--- src/rtl/scoreboard_hazard_unit.sv ---
// rtl/scoreboard_hazard_unit.sv - 5-stage pipeline hazard unit: bypass selects, load-use stall,
// mult/div handshake FSM with timeout, saturating stall-cycle counter.
module scoreboard_hazard_unit #(
  parameter int REG_W      = 5,
  parameter int EXC_REG    = 30,
  parameter int LINK_REG   = 31,
  parameter int MD_TIMEOUT = 64,
  parameter int PERF_W     = 16
) (
  input  logic              clock,
  input  logic              reset_n,
  input  logic [31:0]       fd_instr,
  input  logic [31:0]       dx_instr,
  input  logic [31:0]       xm_instr,
  input  logic [31:0]       wb_instr,
  input  logic              xm_err,
  input  logic              wb_err,
  input  logic              md_ready,
  output logic [1:0]        fwd_a_sel,
  output logic [1:0]        fwd_b_sel,
  output logic              wb_from_mem,
  output logic              stall_fd,
  output logic              stall_dx,
  output logic              bubble_dx,
  output logic              md_start,
  output logic              md_busy,
  output logic              md_timeout,
  output logic [PERF_W-1:0] stall_cycles
);

  localparam int CW = $clog2(MD_TIMEOUT);

  localparam logic [4:0] OP_R    = 5'd0;
  localparam logic [4:0] OP_BNE  = 5'd2;
  localparam logic [4:0] OP_JAL  = 5'd3;
  localparam logic [4:0] OP_JR   = 5'd4;
  localparam logic [4:0] OP_ADDI = 5'd5;
  localparam logic [4:0] OP_BLT  = 5'd6;
  localparam logic [4:0] OP_SW   = 5'd7;
  localparam logic [4:0] OP_LW   = 5'd8;
  localparam logic [4:0] OP_SETX = 5'd21;
  localparam logic [4:0] OP_BEX  = 5'd22;
  localparam logic [4:0] ALU_MUL = 5'd6;
  localparam logic [4:0] ALU_DIV = 5'd7;

  localparam logic [REG_W-1:0] EXC  = REG_W'(EXC_REG);
  localparam logic [REG_W-1:0] LINK = REG_W'(LINK_REG);

  // Register reference packed as {valid, index}
  typedef logic [REG_W:0] ref_t;

  typedef enum logic [1:0] {IDLE, BUSY, DONE} md_state_t;

  function automatic ref_t dest_of(input logic [4:0] op, input logic [REG_W-1:0] rd);
    logic             v;
    logic [REG_W-1:0] r;
    v = 1'b0;
    r = rd;
    case (op)
      OP_R, OP_ADDI, OP_LW: v = 1'b1;
      OP_JAL:  begin v = 1'b1; r = LINK; end
      OP_SETX: begin v = 1'b1; r = EXC;  end
      default: v = 1'b0;
    endcase
    return {v && (r != '0), r};
  endfunction

  function automatic ref_t src_a_of(input logic [4:0] op, input logic [REG_W-1:0] rd,
                                    input logic [REG_W-1:0] rs);
    ref_t s;
    s = '0;
    case (op)
      OP_R, OP_ADDI, OP_LW, OP_SW: s = {1'b1, rs};
      OP_BNE, OP_BLT, OP_JR:       s = {1'b1, rd};
      OP_BEX:                      s = {1'b1, EXC};
      default:                     s = '0;
    endcase
    return s;
  endfunction

  function automatic ref_t src_b_of(input logic [4:0] op, input logic [REG_W-1:0] rd,
                                    input logic [REG_W-1:0] rs, input logic [REG_W-1:0] rt);
    ref_t s;
    s = '0;
    case (op)
      OP_R:           s = {1'b1, rt};
      OP_SW:          s = {1'b1, rd};
      OP_BNE, OP_BLT: s = {1'b1, rs};
      default:        s = '0;
    endcase
    return s;
  endfunction

  function automatic logic [1:0] fsel(input ref_t src, input ref_t xm_d, input logic xm_lw,
                                      input ref_t wb_d, input logic err);
    logic [1:0] sel;
    sel = 2'd0;
    if (src[REG_W]) begin
      if (src[REG_W-1:0] == EXC && err)
        sel = 2'd3;
      else if (xm_d[REG_W] && !xm_lw && xm_d[REG_W-1:0] == src[REG_W-1:0])
        sel = 2'd1;
      else if (wb_d[REG_W] && wb_d[REG_W-1:0] == src[REG_W-1:0])
        sel = 2'd2;
    end
    return sel;
  endfunction

  logic [4:0]       fd_op, dx_op, xm_op, wb_op, dx_alu;
  logic [REG_W-1:0] fd_rd, fd_rs, fd_rt, dx_rd, dx_rs, dx_rt, xm_rd, wb_rd;
  ref_t             fd_a, fd_b, dx_a, dx_b, dx_d, xm_d, wb_d;
  logic             unused_bits;

  assign fd_op  = fd_instr[31:27];
  assign fd_rd  = fd_instr[26 -: REG_W];
  assign fd_rs  = fd_instr[21 -: REG_W];
  assign fd_rt  = fd_instr[16 -: REG_W];
  assign dx_op  = dx_instr[31:27];
  assign dx_rd  = dx_instr[26 -: REG_W];
  assign dx_rs  = dx_instr[21 -: REG_W];
  assign dx_rt  = dx_instr[16 -: REG_W];
  assign dx_alu = dx_instr[6:2];
  assign xm_op  = xm_instr[31:27];
  assign xm_rd  = xm_instr[26 -: REG_W];
  assign wb_op  = wb_instr[31:27];
  assign wb_rd  = wb_instr[26 -: REG_W];

  assign unused_bits = ^{fd_instr[11:0], dx_instr[11:7], dx_instr[1:0],
                         xm_instr[21:0], wb_instr[21:0]};

  assign fd_a = src_a_of(fd_op, fd_rd, fd_rs);
  assign fd_b = src_b_of(fd_op, fd_rd, fd_rs, fd_rt);
  assign dx_a = src_a_of(dx_op, dx_rd, dx_rs);
  assign dx_b = src_b_of(dx_op, dx_rd, dx_rs, dx_rt);
  assign dx_d = dest_of(dx_op, dx_rd);
  assign xm_d = dest_of(xm_op, xm_rd);
  assign wb_d = dest_of(wb_op, wb_rd);

  assign fwd_a_sel   = fsel(dx_a, xm_d, xm_op == OP_LW, wb_d, xm_err | wb_err);
  assign fwd_b_sel   = fsel(dx_b, xm_d, xm_op == OP_LW, wb_d, xm_err | wb_err);
  assign wb_from_mem = (wb_op == OP_LW);

  // Control outputs stay quiet on the cycle right after a reset edge,
  // even if the latches still hold a triggering instruction.
  logic rst_q, quiet;
  always_ff @(posedge clock) begin
    if (!reset_n) rst_q <= 1'b1;
    else          rst_q <= 1'b0;
  end
  assign quiet = rst_q || !reset_n;

  logic lu_flag, lu_hit, lu_trig;
  assign lu_hit = (dx_op == OP_LW) && dx_d[REG_W] &&
                  ((fd_a[REG_W] && fd_a[REG_W-1:0] == dx_d[REG_W-1:0]) ||
                   (fd_b[REG_W] && fd_b[REG_W-1:0] == dx_d[REG_W-1:0]));
  assign lu_trig = lu_hit && !lu_flag && !quiet;

  always_ff @(posedge clock) begin
    if (!reset_n) lu_flag <= 1'b0;
    else          lu_flag <= lu_trig;
  end

  md_state_t      state, next_state;
  logic [CW-1:0]  md_cnt;
  logic           dx_md, cnt_last, md_stall;

  assign dx_md    = (dx_op == OP_R) && (dx_alu == ALU_MUL || dx_alu == ALU_DIV);
  assign cnt_last = (md_cnt == CW'(MD_TIMEOUT - 1));

  always_ff @(posedge clock) begin
    if (!reset_n) state <= IDLE;
    else          state <= next_state;
  end

  always_comb begin
    next_state = state;
    case (state)
      IDLE:    if (dx_md && !quiet) next_state = BUSY;
      BUSY:    if (md_ready) next_state = DONE;
               else if (cnt_last) next_state = IDLE;
      DONE:    next_state = IDLE;
      default: next_state = IDLE;
    endcase
  end

  // The start cycle also stalls: the mul/div must stay in DX while the unit runs.
  always_comb begin
    md_start   = 1'b0;
    md_timeout = 1'b0;
    md_stall   = 1'b0;
    case (state)
      IDLE: if (dx_md && !quiet) begin
        md_start = 1'b1;
        md_stall = 1'b1;
      end
      BUSY: begin
        md_stall   = 1'b1;
        md_timeout = !md_ready && cnt_last;
      end
      default: ;
    endcase
  end

  always_ff @(posedge clock) begin
    if (!reset_n)           md_cnt <= '0;
    else if (md_start)      md_cnt <= '0;
    else if (state == BUSY) md_cnt <= md_cnt + CW'(1);
  end

  assign md_busy   = (state != IDLE);
  assign stall_fd  = lu_trig | md_stall;
  assign stall_dx  = md_stall;
  assign bubble_dx = lu_trig && (state != BUSY);

  always_ff @(posedge clock) begin
    if (!reset_n)
      stall_cycles <= '0;
    else if (stall_fd && stall_cycles != '1)
      stall_cycles <= stall_cycles + PERF_W'(1);
  end

endmodule

--- config.mk ---
export PLATFORM = sky130hd
export DESIGN_NAME = scoreboard_hazard_unit
export DESIGN_NICKNAME = d
export VERILOG_FILES = /design/src/rtl/scoreboard_hazard_unit.sv
export SDC_FILE = /design/constraint.sdc
export NUM_CORES = 1
export LEC_CHECK = 0
export ABC_AREA = 1
export CORE_AREA = 4 4 114 89
export DETAILED_ROUTE_END_ITERATION = 8
export DIE_AREA = 0 0 118 93
export GPL_ROUTABILITY_DRIVEN = 0
export PLACE_DENSITY = 0.75
export SYNTH_ARGS = -nofsm -noshare
export SYNTH_HDL_FRONTEND = slang
export SYNTH_SLANG_ARGS = --single-unit
--- constraint.sdc ---
create_clock -name clock -period 3.4 [get_ports clock]
set_input_delay 0.51 -clock clock [delete_from_list [all_inputs] [get_ports clock]]
set_output_delay 0.51 -clock clock [all_outputs]
set_load 0.01 [all_outputs]
==> run summary, run 1 <==
Peak supply drop: 205 uV
Most used cell, CP: nand2_1
Mapped Area: 2650 um^2
Critical path's slowest cell: clkdlybuf4s50_1
Final Util: 45.3%
Sequential Area: 520 um^2
Final Max Slew Viols: 0
Final #Nets: 693
Startpoint types: input pin
Combinational power share: 30.7%
Final period util: 94.8%
Power Total: 806 uW
Die W: 118 um
Drt wl/cell: 13.4 um
Ys async rst share: 0%
Netlist cell types: 35
Final Setup Violations: 0
Critical path's top delay family: buffers and inverters
Final Instance Count excl. Fillers: 668
Grt met3 use: 2.12%
Status: finished, final reports clean
Diodes inserted: 0
Switching pwr: 216 uW
Hold Buf Count CTS: 0
Final Skew: 5.40 ps
Reg power frac: 37.9%
Vias per cell: 4.93
WP data required: 2890 ps
IO Count: 160
Switching Share: 26.8%
CTS max path bufs: 2
Post-Synthesis Cells: 436
Worst Tran Pin Value: 480 ps
Max Clk Rate: 310 MHz
Yosys warns: 0
Count leader, synth: nand2_1
P_leak: 0.00177 uW
DRT antenna net count: 0
RSZ-0062 raised after global routing: false
Footprint of the multi-input gates: 1960 um^2
CP endpoint kind: output pin
Syn_area_per_cell: 6.07 um^2
Seq/Total Area, Yosys: 19.7%
Compound-Gate Fraction of Synth Area: 11.2%
Register bit total from synthesis: 26
Slew HR: 67.7%
FILL cells: 905
Vias in the first global route: 3,261
Post-synthesis simple-gate area fraction: 47.8%
Yosys top cell area share: 19.7%
Syn Nets: 571
DR iter-0 viols: 142
Grt ovf: 0
Adder-Cell Fraction of Synth Area: 0.946%
Total wire length: 8.94 mm
Clock sinks: 26
Die Footprint: 11,000 um^2
First-pass GRT wire length: 15.0 mm
Crit-path cells: clkdlybuf4s50_1, inv_2, nor2_2, nand2_1, o21ai_1, inv_2, o211ai_1, buf_4, xor2_1, nand3_1, nor3_2, nand2_1, nand2_1, dlygate4sd2_1
Number of synthesized flops with an enable pin: 0
HP Class: flop to flop
CP Buf/Inv Count: 5
Worst setup path class: input pin to output pin
Final Hold Fails: 0
Arr. time, crit path: 2710 ps
Post-DP HPWL: 7.23 mm
Worst-path maximum fanout: 5
Predominant post-synthesis flop cell: dfxtp_1
Chip height: 93 um
Max cap viols: 0
Pint: 591 uW
Via count: 3,293
Met1 Usage GRT: 20.3%
Pwr Density: 199 nW/um^2
Area Overhead vs Synth: 52.9%
Mux cell area share after synthesis: 0%
Max incr delay on CP: 520 ps
Min Tclk post-route: 3220 ps
Starting density of the core: 29.6%
Clock power share: 31.5%
Num rows: 30
Post-synthesis xor/xnor area fraction: 11.6%
GR Layer Usage met2: 29.0%
Core area: 8930 um^2
I/O Buffers: 95
Worst setup margin: 176 ps
CTS tree: done
First drt pass iteration count: 5
Clk slew on worst S/H paths: 60 ps
TritonCTS Buffers: 3
Initial antenna violation count: 0
Root buffer cell: clkbuf_16
Post-synth top cells: nand2_1, nor2_1, inv_1, nand3_1, dfxtp_1
Combinational family with the most area after synthesis: simple AND/OR/NAND/NOR gates
Pin count of the biggest net entering global routing: 20
Clk_lat worst skew: 260 ps
Share of cells above drive strength 1: 15.1%
Ranking of synthesized cells by area: dfxtp_1, nand2_1, xor2_1
All-Layer GR Usage: 16.0%
GRT busiest layer: met2
# DRC: 0
Setup WS pre-CTS: -112 ps
Leading area contributor after synthesis: dfxtp_1
Htree depth: 1
Dpl cells: 661
[cell usage in the layout, fill, tap and decap left out, types with 2 or more instances in the layout]
master	n
a21oi_2	7
nor4_1	4
nand4_1	11
xor2_1	25
or2_2	3
inv_1	43
buf_4	27
dlymetal6s2s_1	6
nor2_2	6
nand3_2	11
ha_1	2
o21ai_0	4
nand2_2	10
nor3_2	3
o21ai_1	3
nand2_1	113
o211ai_1	8
clkbuf_16	3
nand3_1	41
nor2_1	54
a21oi_1	17
clkdlybuf4s50_1	87
nor3_1	11
inv_2	5
nor2_4	3
xnor2_1	10
dfxtp_1	26
[final cells by class]
type	count	area share (%)
multi-input combinational	356	48.5
tap	112	3.46
timing repair buffer	122	28.7
inverter	49	4.55
sequential	26	12.9
clock buffer	3	1.86
[logic make-up (layout without fill, tap and decap cells)]
| kind of cell | after synthesis | count (layout) |
|---|---|---|
| and+or+nand+nor | 273 | 273 |
| buffers and inverters | 54 | 174 |
| AOI/OAI and AO/OA | 46 | 46 |
| xor gates and xnor gates | 35 | 35 |
| DFF | 26 | 26 |
| adders and majority gates | 2 | 2 |
[flip-flops by register name (all words and copies together) (netlist names)]
register      count
state             2
rst_q             1
lu_flag           1
stall_cycles     16
md_cnt            6
[through the flow]
stage	setup TNS, ps	hold WS (ps)	area (um^2)
3_3_place_gp	-2.16	472	3860
5_1_grt	0	517	4050
4_1_cts	0	491	3960
6_report	0	490	4050
3_5_place_dp	-170	480	3860
2_1_floorplan	0	458	2650
[path summary, 6_finish.rpt]
path	cells after the start	startpoint	slack, ps	endpoint
setup / recovery	14	dx_instr[28]	180	fwd_a_sel[1]
hold / removal	2	stall_cycles[15]	490	stall_cycles[15]
setup reg to reg	9	rst_q	1380	stall_cycles[6]
hold reg to reg	2	stall_cycles[15]	490	stall_cycles[15]
[power groups by stage]
| stage | Combinational (uW) | Sequential [uW] | Clock (uW) |
|---|---|---|---|
| 2_1_floorplan | 103 | 312 | 0 |
| 3_3_place_gp | 226 | 312 | 0 |
| 3_5_place_dp | 232 | 312 | 0 |
| 4_1_cts | 237 | 305 | 260 |
| 5_1_grt | 271 | 305 | 277 |
| 6_report | 247 | 305 | 254 |
[per-layer routing]
metal  share of wire, %  routed length, um
met1                 45               4000
met2                 49               4380
met3                4.9                438
met4                1.4                122
met5                  0                  0
[repair_timing]
item	in CTS	in global routing
pin swaps	2	7
hold endpoints to repair	0	0
setup buffers	2	2
endpoints found under the setup margin	3	6
gates resized for setup	5	26
[worst register-to-register path, stage by stage, from the launching register on]
cell	delay, ps
dfxtp_1	300
nor2_1	270
nand2_1	110
a311oi_1	280
nand2_2	140
nand2_2	90
buf_4	260
nand2_2	250
nand2_1	160
a21oi_2	60
(Power assumes the default switching activity.)
==> run 2: changes to the inputs <==
--- a/config.mk
+++ b/config.mk
@@ -11,6 +11,7 @@
 export DIE_AREA = 0 0 118 93
 export GPL_ROUTABILITY_DRIVEN = 0
 export PLACE_DENSITY = 0.75
+export SKIP_LAST_GASP = 1
 export SYNTH_ARGS = -nofsm -noshare
 export SYNTH_HDL_FRONTEND = slang
 export SYNTH_SLANG_ARGS = --single-unit
==> results of run 2 <==
Final layout, timing and power as in run 1 (identical DEF).
==> run 3: changes to the inputs <==
==> constraint.sdc (replaced) <==
create_clock -name clock -period 3.4 [get_ports clock]
set_input_delay 0.85 -clock clock [delete_from_list [all_inputs] [get_ports clock]]
set_output_delay 0.85 -clock clock [all_outputs]
set_load 0.01 [all_outputs]
==> run 3 against run 2 <==
Compared with the run above:
- critical path depth grew 1
- global-route usage grew 0.12 points
- flip-flop and latch count is the same
- sequential share of layout area shrank 1.4 points
- via count grew 8.2%
==> run summary, run 3 (synthesis gave the netlist of run 1 again) <==
Status: finished, final reports clean (unchanged)
DR iter-0 viols: 206 (was 142)
Share of cells above drive strength 1: 31.9% (was 15.1%)
Die Footprint: 11,000 um^2 (unchanged)
Post-DP HPWL: 7.16 mm (was 7.23 mm)
Max Clk Rate: 301 MHz (was 310 MHz)
Clk_lat worst skew: 260 ps (about the same)
Clk slew on worst S/H paths: 70 ps (was 60 ps)
Peak supply drop: 186 uV (was 205 uV)
Pwr Density: 208 nW/um^2 (was 199 nW/um^2)
First drt pass iteration count: 4 (was 5)
Via count: 3,563 (was 3,293)
IO Count: 160 (unchanged)
Most common cell after layout, fill and taps aside: nand2_1 (unchanged)
Commonest cells after routing, fill and taps aside: nand2_1, buf_4, clkdlybuf4s50_1, nor2_1, nand3_1 (was nand2_1, clkdlybuf4s50_1, nor2_1, inv_1, nand3_1)
Final Max Slew Viols: 0 (unchanged)
Num rows: 30 (unchanged)
Vias per cell: 5.00 (was 4.93)
I/O Buffers: 95 (unchanged)
CTS tree: done (unchanged)
Root buffer cell: clkbuf_16 (unchanged)
Drt wl/cell: 13.4 um (about the same)
Reg with most FFs: stall_cycles (unchanged)
Worst Tran Pin Value: 448 ps (was 480 ps)
Diodes inserted: 0 (unchanged)
Final Instance Count excl. Fillers: 713 (was 668)
Vias in the first global route: 3,374 (was 3,261)
Area Overhead vs Synth: 72.2% (was 52.9%)
Die W: 118 um (unchanged)
Max cap viols: 0 (unchanged)
RSZ-0062 raised after global routing: true (was false)
CP endpoint kind: output pin (unchanged)
Clock sinks: 26 (unchanged)
FILL cells: 854 (was 905)
DRT antenna net count: 0 (unchanged)
TritonCTS Buffers: 3 (unchanged)
Starting density of the core: 29.6% (unchanged)
Arr. time, crit path: 2470 ps (was 2710 ps)
Chip height: 93 um (unchanged)
Top Registers: stall_cycles x16, md_cnt x6, state x2 (unchanged)
Crit-path cells: buf_8, inv_4, buf_4, buf_4, nand2_2, inv_2, nand2_1, o211ai_1, buf_4, buf_4, xnor2_1, nor2_1, nand4_1, nand2_1, clkdlybuf4s15_2 (was clkdlybuf4s50_1, inv_2, nor2_2, nand2_1, o21ai_1, inv_2, o211ai_1, buf_4, xor2_1, nand3_1, nor3_2, nand2_1, nand2_1, dlygate4sd2_1)
Worst-path maximum fanout: 3 (was 5)
Final #Nets: 737 (was 693)
Initial antenna violation count: 0 (unchanged)
CP Buf/Inv Count: 8 (was 5)
Most used cell, CP: buf_4 (was nand2_1)
Core area: 8930 um^2 (unchanged)
Post-DP Area: 4030 um^2 (was 3860 um^2)
Final period util: 97.6% (was 94.8%)
Final Skew: 7.62 ps (was 5.40 ps)
All-Layer GR Usage: 16.1% (was 16.0%)
HP Class: flop to flop (unchanged)
# DRC: 0 (unchanged)
Power Total: 950 uW (was 806 uW)
Startpoint types: input pin (unchanged)
Final Hold Fails: 0 (unchanged)
Hold Buf Count CTS: 0 (unchanged)
Pin count of the biggest net entering global routing: 20 (unchanged)
Max incr delay on CP: 220 ps (was 520 ps)
Critical path's top delay family: buffers and inverters (unchanged)
WP data required: 2550 ps (was 2890 ps)
P_leak: 0.00205 uW (was 0.00177 uW)
Design area: 4560 um^2 (was 4050 um^2)
Dpl cells: 684 (was 661)
Max reg flops: 16 (unchanged)
Critical path's slowest cell: clkdlybuf4s15_2 (was clkdlybuf4s50_1)
First-pass GRT wire length: 15.1 mm (was 15.0 mm)
Grt ovf: 0 (unchanged)
Total wire length: 9.53 mm (was 8.94 mm)
Htree depth: 1 (unchanged)
Final Setup Violations: 0 (unchanged)
CTS max path bufs: 2 (unchanged)
Min Hold Slack: 498 ps (was 490 ps)
Worst setup path class: input pin to output pin (unchanged)
Min Tclk post-route: 3320 ps (was 3220 ps)
Slew HR: 69.9% (was 67.7%)
run 3: cell count changes in the layout (fill, tap and decap cells not counted), sizes merged:
cell           before  now
clkdlybuf4s50      87   64
clkbuf              4    8
clkdlybuf4s15       0    3
bufinv              0    1
buf                27   82
dlygate4sd2         1    6
run 3: area by class of cell:
class / count / area [um^2] / area share (%)
tap: 112 / 140 / 3.08
sequential: 26 / 520 / 11.4
inverter: 49 / 201 / 4.42
multi-input combinational: 356 / 2130 / 46.7
clock inverter: 1 / 30.0 / 0.659
clock buffer: 3 / 75.1 / 1.65
timing repair buffer: 166 / 1460 / 32.1
run 3: path summary, 6_finish.rpt:
path / from / end / slack [ps] / depth (start not counted)
worst max-delay path: dx_instr[31] / fwd_a_sel[0] / 80 / 15
worst min-delay path: stall_cycles[15] / stall_cycles[15] / 500 / 2
worst max register to register: stall_cycles[0] / stall_cycles[2] / 1430 / 9
worst min register to register: stall_cycles[15] / stall_cycles[15] / 500 / 2
run 3: timing repair:
| item | 4_1_cts | 5_1_grt |
|---|---|---|
| pin swaps | 37 | 39 |
| gates resized for setup | 97 | 85 |
| buffers inserted | 17 | 9 |
| endpoints found under the setup margin | 8 | 8 |
| endpoints found under the hold margin | 0 | 0 |
run 3: stage by stage:
step	utilization (%)	setup TNS, ps	setup WS, ps
finish	51.0	0	81.8
global route	51.0	-79.1	-48.9
CTS	48.8	-5.75	-5.75
detailed placement	45.1	-5610	-726
global placement	45.1	-3950	-675
floorplan	-	0	395
run 3: where the power goes:
part	total, uW	switching, uW	internal, uW
clock	342	108	234
combinational	302	143	159
sequential	305	0.189	305
run 3: worst reg2reg max path: stages, from the launching register on:
cell     delay (ps)
dfxtp_1         420
ha_1            210
nand2_1         100
nor2_1          260
nand2_1         130
nor2_1          190
nand2_1         110
nand2_2         240
nand2_1         100
a21oi_1         130
run 3: metal layers:
| layer | vias up | track usage [%] | wire length [um] |
|---|---|---|---|
| li1 | 1763 | - | - |
| met1 | 1677 | 19.7 | 4200 |
| met2 | 111 | 30.4 | 4830 |
| met3 | 12 | 2.36 | 405 |
| met4 | 0 | 2.63 | 94 |
| met5 | - | 0 | 0 |
==> variant 1, RTL diff (config.mk and constraints of run 3) <==
Reset style: asynchronous (`reset_n`), changed in 5 clocked blocks.
--- a/src/rtl/scoreboard_hazard_unit.sv
+++ b/src/rtl/scoreboard_hazard_unit.sv
@@ -143,7 +143,7 @@
   // Control outputs stay quiet on the cycle right after a reset edge,
   // even if the latches still hold a triggering instruction.
   logic rst_q, quiet;
-  always_ff @(posedge clock) begin
+  always_ff @(posedge clock or negedge reset_n) begin
     if (!reset_n) rst_q <= 1'b1;
     else          rst_q <= 1'b0;
   end
@@ -155,7 +155,7 @@
                    (fd_b[REG_W] && fd_b[REG_W-1:0] == dx_d[REG_W-1:0]));
   assign lu_trig = lu_hit && !lu_flag && !quiet;
 
-  always_ff @(posedge clock) begin
+  always_ff @(posedge clock or negedge reset_n) begin
     if (!reset_n) lu_flag <= 1'b0;
     else          lu_flag <= lu_trig;
   end
@@ -167,7 +167,7 @@
   assign dx_md    = (dx_op == OP_R) && (dx_alu == ALU_MUL || dx_alu == ALU_DIV);
   assign cnt_last = (md_cnt == CW'(MD_TIMEOUT - 1));
 
-  always_ff @(posedge clock) begin
+  always_ff @(posedge clock or negedge reset_n) begin
     if (!reset_n) state <= IDLE;
     else          state <= next_state;
   end
@@ -201,7 +201,7 @@
     endcase
   end
 
-  always_ff @(posedge clock) begin
+  always_ff @(posedge clock or negedge reset_n) begin
     if (!reset_n)           md_cnt <= '0;
     else if (md_start)      md_cnt <= '0;
     else if (state == BUSY) md_cnt <= md_cnt + CW'(1);
@@ -212,7 +212,7 @@
   assign stall_dx  = md_stall;
   assign bubble_dx = lu_trig && (state != BUSY);
 
-  always_ff @(posedge clock) begin
+  always_ff @(posedge clock or negedge reset_n) begin
     if (!reset_n)
       stall_cycles <= '0;
     else if (stall_fd && stall_cycles != '1)
Check against the original RTL: differs if reset_n is asserted again (counterexample within 4 cycles, from zero or initial values and one cycle with reset_n low); with reset_n held inactive, the same outputs for 10 cycles.
==> variant 1 against run 3 <==
  * Area after synthesis increased by 6.6%
  * Worst hold slack improved by 0.0076 ns
  * Routed wire length increased by 3.5%
  * Total power decreased by 5.2%
  * Worst setup slack got worse by 0.021 ns
  * Sequential cell count unchanged
  * Final area increased by 3.8%
  * Synthesized cell count increased by 2.8%
  * Clock skew increased by 0.0036 ns
  * Critical path type unchanged
  * Highest routed layer unchanged
==> variant 1: results (changes against run 3) <==
Finish
  – # clk buffers: 4 (+1)
  – Share of layout cells above drive strength 1: 0.318 (-0.00188)
  – Multi-input combinational area share: 0.462 (-0.00422)
  – NonClk Buf Share: 0.308 (-0.0127)
  – FILL cells: 858 (+0.47%)
  – Clock buf/inv share: 0.0167 (-0.00640)
  – Nets: 750 (+1.8%)
  – Multi-input logic cell count: 362 (+1.7%)
  – Non-Clock Inverter Count: 56 (+14%)
  – Seq/total area: 0.138 (+0.0236)

Power and ir drop
  – Max VDD drop: 181 uV (-2.8%)
  – Combinational Power Share: 0.351 (+0.033)
  – Flop pwr share: 0.353 (+0.032)
  – Net Sw Frac: 0.292 (+0.0270)
  – P_leak: 2.37 nW (+16%)

Placed design
  – Place WS: -0.812 ns (-0.0856 ns)
  – Half-perimeter wire length after placement: 7450 um (+4.1%)

GRT
  – Vias in the first global route: 3641 (+7.9%)
  – GRT Resource Usage Total: 0.176 (+0.0151)
  – Global-route wire length before repair: 16600 um (+9.8%)

Worst setup path
  – Slowest cell on crit path: clkdlybuf4s50_1
  – Critical path data arrival time: 2.49 ns (+0.02 ns)
  – CP max stage delay: 0.51 ns (+0.29 ns)

Routing
  – Drt via density: 4.88 (-2.3%)
  – Final wirelength: 9860 um (+3.5%)
  – Drt first-iter violations: 244 (+18%)

Clocking
  – Clk_lat worst skew: 0.26 ns (about the same)
  – H-tree levels: 1 (unchanged)

Yosys
  – Sequential area share after synthesis: 0.231 (+0.0344)
  – Synth Register Bits: 26 (unchanged)
  – Synth cell types: 39 (+11%)
  – Async S/R FF share, synth: 1.00 (+1.00)
  – Synth area leaders: dfrtp_1, nand2_1, nand3_1
  – Top cells by count, synth: nand2_1, nand3_1, inv_1, nor2_1, dfrtp_1
  – Top FF cell, synth: dfrtp_1
  – Post-synth net total: 583 (+2.1%)

Run status
  – Status: finished clean

Timing
  – Clock Skew: 0.0113 ns (+0.00365 ns)
variant 1: path summary, 6_finish.rpt:
check	start	end	slack, ns	depth (start not counted)
min	md_cnt[5]$_DFFE_PN0P_	md_cnt[5]$_DFFE_PN0P_	0.51	1
max	dx_instr[23]	fwd_b_sel[1]	0.06	8
min in group asynchronous	reset_n	stall_cycles[3]$_DFFE_PN0P_	1.06	2
min reg2reg	md_cnt[5]$_DFFE_PN0P_	md_cnt[5]$_DFFE_PN0P_	0.51	1
max in group asynchronous	reset_n	rst_q$_DFF_PN1_	2.02	2
max reg2reg	stall_cycles[0]$_DFFE_PN0P_	stall_cycles[1]$_DFFE_PN0P_	0.83	9
variant 1: logic make-up (layout without fill, tap and decap cells):
group	count (synthesis)	in the layout	share of synthesized area
AO/OA/AOI/OAI	32	32	0.0701
flip-flops	26	26	0.231
AND/OR/NAND/NOR	298	298	0.512
buffers and inverters	60	226	0.0869
XOR/XNOR	29	29	0.0900
other	1	1	0.00133
adder cells (fa/ha/maj)	2	2	0.00887
variant 1: stage by stage:
step,instance area (um2),TNS (ns),power (mW),cells
6_report,4730,0,0.900,726
5_1_grt,4730,-0.0567,0.953,726
4_1_cts,4580,0,0.889,720
3_5_place_dp,4270,-5.05,0.600,703
3_3_place_gp,4270,-4.55,0.590,703
2_1_floorplan,2820,0,0.435,448
variant 1: repair_timing:
action,4_1_cts,5_1_grt
endpoints found under the setup margin,8,7
buffers inserted,13,6
gates resized for setup,98,54
pin swaps,33,36
gates cloned,0,0
variant 1: layer usage:
layer	track usage	wire length, um	vias to the layer above
met3	0.0224	437	12
li1	-	-	1790
met4	0.0293	99	0
met2	0.324	5030	101
met5	0	0	-
met1	0.225	4300	1640
==> variant 2, RTL diff (flow settings as in run 3) <==
Without the edit above. The parameter `PERF_W` goes from 16 to 32.
--- a/src/rtl/scoreboard_hazard_unit.sv
+++ b/src/rtl/scoreboard_hazard_unit.sv
@@ -5,7 +5,7 @@
   parameter int EXC_REG    = 30,
   parameter int LINK_REG   = 31,
   parameter int MD_TIMEOUT = 64,
-  parameter int PERF_W     = 16
+  parameter int PERF_W     = 32
 ) (
   input  logic              clock,
   input  logic              reset_n,
Interface: changed (resized stall_cycles); port bits go from 160 to 176. No check against the original RTL was run, so the function may have changed too.
==> variant 2 against run 3 <==
  * Sequential cell count grew 16
  * Worst setup slack lost 0.023 ns
  * Clock power grew 50%
  * Global-route usage grew 6.6 points
  * Sequential power up 62%
  * Count of clock-buffer cells in the layout rose by 5
  * Worst hold slack lost 0.010 ns
  * Final area increased by 33%
  * Area after synthesis up 51%
  * Total power increased by 38%
  * Routed wire length increased by 37%
  * Maximum frequency down 0.70%
  * Critical endpoint is now fwd_b_sel[1]
  * Largest power group unchanged
  * Highest routed layer unchanged
==> variant 2: results (changes against run 3) <==
Run status
  – Status: finished clean

Clocking
  – TritonCTS buffer count: 5 (+2)
  – Clock buffer depth: 2 (unchanged)
  – H-tree levels: 2 (+1)
  – Clock slew at reported path FFs: 0.06 ns
  – Clk_lat worst skew: 0.28 ns (+0.02 ns)
  – Root buf cell: clkbuf_16

GRT
  – M2 GR Usage: 0.376 (+0.0722)
  – GRT Resource Usage Total: 0.226 (+0.0655)
  – Grt met3 use: 0.0484 (+0.0248)
  – Initial antenna violation count: 0 (unchanged)
  – Met1 Use GR: 0.303 (+0.106)
  – Largest net degree at the start of global routing: 36 (+80%)
  – Vias in the first global route: 4670 (+38%)
  – Global-route wire length before repair: 21400 um (+41%)

Worst setup path
  – RR Endpoint: stall_cycles[0]$_SDFFE_PN0P_
  – R2R depth: 11 (+2)
  – Critical path data arrival time: 2.49 ns (+0.02 ns)
  – FF-to-FF Start: stall_cycles[5]$_SDFFE_PN0P_
  – Worst-path fanout max: 3 (unchanged)
  – Flop-to-flop setup slack: 0.78 ns (-0.65 ns)

Yosys
  – Top FF cell, synth: dfxtp_1
  – Sequential area share after synthesis: 0.211 (+0.0139)
  – Yosys warns: 0 (unchanged)
  – Synth cell types: 39 (+11%)
  – Top cells by count, synth: nand2_1, nor2_1, nand3_1, inv_1, dfxtp_1
  – Async S/R FF share, synth: 0 (unchanged)
  – Post-synth net total: 770 (+35%)
  – Synth area leaders: dfxtp_1, nand2_1, nand3_1

Power and ir drop
  – P_leak: 2.53 nW (+24%)
  – Flop pwr share: 0.376 (+0.055)
  – Pwr/cell area: 217 mW/mm2 (+4.1%)
  – Max VDD drop: 239 uV (+29%)
  – Clock power frac: 0.390 (+0.029)
  – Int Power: 0.980 mW (+40%)

Routing
  – Via count: 4899 (+37%)
  – Drt wl/cell: 14.2 um (+6.2%)
  – Wire length on met1: 6110 um (+45%)
  – Drt first-iter violations: 446 (+120%)
  – DR pass1 iterations: 5 (+1)
  – Top Layer Used: met4
  – WL met3: 857 um (+110%)
  – Wire length on met2: 5970 um (+24%)

Finish
  – Inserted Diodes: 0 (unchanged)
  – Biggest regs: stall_cycles x32, md_cnt x6, state x2
  – Max FFs per register: 32 (+16)
  – Nets: 943 (+28%)
  – Share of layout cells above drive strength 1: 0.304 (-0.0154)

Timing
  – Clock Skew: 0.00678 ns (-0.000842 ns)
  – Slew margin rel.: 0.610 (-0.0889)
  – Final setup vio count: 0 (unchanged)

Placed design
  – Half-perimeter wire length after placement: 9700 um (+35%)
  – Buffers on Ports: 111 (+17%)
  – Place WS: -0.859 ns (-0.133 ns)

Hold path
  – Worst Hold Depth: 2 (unchanged)
  – Hold_sp: stall_cycles[31]$_SDFFE_PN0P_
  – Hold EP: stall_cycles[31]$_SDFFE_PN0P_
  – Min-delay worst type: reg -> reg
[variant 2: cell count changes in the layout (fill, tap and decap cells not counted), sizes merged, moves of 8 or more]
| cell | run 3 | this run |
|---|---|---|
| a21oi | 24 | 41 |
| clkbuf | 8 | 16 |
| clkdlybuf4s50 | 64 | 79 |
| dfxtp | 26 | 42 |
| inv | 48 | 71 |
| nand2 | 124 | 187 |
| nand3 | 52 | 68 |
| nor2 | 63 | 76 |
| nor3 | 14 | 33 |
| xor2 | 25 | 34 |
[variant 2: area by class of cell]
| class | instances | area, um2 |
|---|---|---|
| inverter | 72 | 275 |
| sequential | 42 | 841 |
| clock buffer | 8 | 166 |
| multi-input combinational | 508 | 3020 |
| tap | 112 | 140 |
| fill | 742 | 2890 |
| timing repair buffer | 179 | 1600 |
[variant 2: what timing repair did]
item,4_1_cts,5_1_grt
buffers inserted,10,6
hold buffers,0,0
hold endpoints to repair,0,0
endpoints found under the setup margin,8,6
gates resized for setup,99,92
pin swaps,33,47
[variant 2: cells by family (layout without fill, tap and decap cells)]
| group | count (synthesis) | after routing | share of synthesized area |
|---|---|---|---|
| DFF | 42 | 42 | 0.211 |
| adders and majority gates | 2 | 2 | 0.00627 |
| and+or+nand+nor | 402 | 402 | 0.476 |
| xor gates and xnor gates | 44 | 44 | 0.0965 |
| buffers and inverters | 85 | 259 | 0.101 |
| AOI/OAI and AO/OA | 60 | 60 | 0.109 |
[variant 2: stage by stage]
| stage | std cells | setup TNS (ns) | hold slack (ns) | area (um2) | utilization |
|---|---|---|---|---|---|
| floorplan | 635 | 0 | 0.458 | 3990 | - |
| global placement | 897 | -7.48 | 0.473 | 5530 | 0.618 |
| detailed placement | 897 | -9.38 | 0.485 | 5530 | 0.618 |
| CTS | 915 | -0.0856 | 0.494 | 5840 | 0.654 |
| global route | 921 | -0.124 | 0.523 | 6050 | 0.677 |
| finish | 921 | 0 | 0.487 | 6050 | 0.677 |
[variant 2: worst max-delay path, stage by stage]
cell             delay (ns)
clkdlybuf4s50_1        0.46
a22oi_2                0.20
nand2_1                0.13
buf_4                  0.16
xor2_1                 0.13
nand4_1                0.12
nor3b_2                0.19
nand2_1                0.07
nand2_1                0.06
buf_2                  0.12
[variant 2: worst max-delay path by stage]
stage | endpoint | depth (start not counted) | slack (ns) | startpoint
detailed placement | fwd_a_sel[1] | 14 | -0.86 | dx_instr[28]
global route | fwd_b_sel[1] | 14 | -0.06 | dx_instr[31]
finish | fwd_b_sel[1] | 10 | 0.06 | dx_instr[20]
global placement | fwd_b_sel[1] | 16 | -0.78 | dx_instr[28]
CTS | fwd_a_sel[1] | 14 | -0.09 | dx_instr[28]
floorplan | fwd_a_sel[1] | 12 | 0.33 | dx_instr[31]
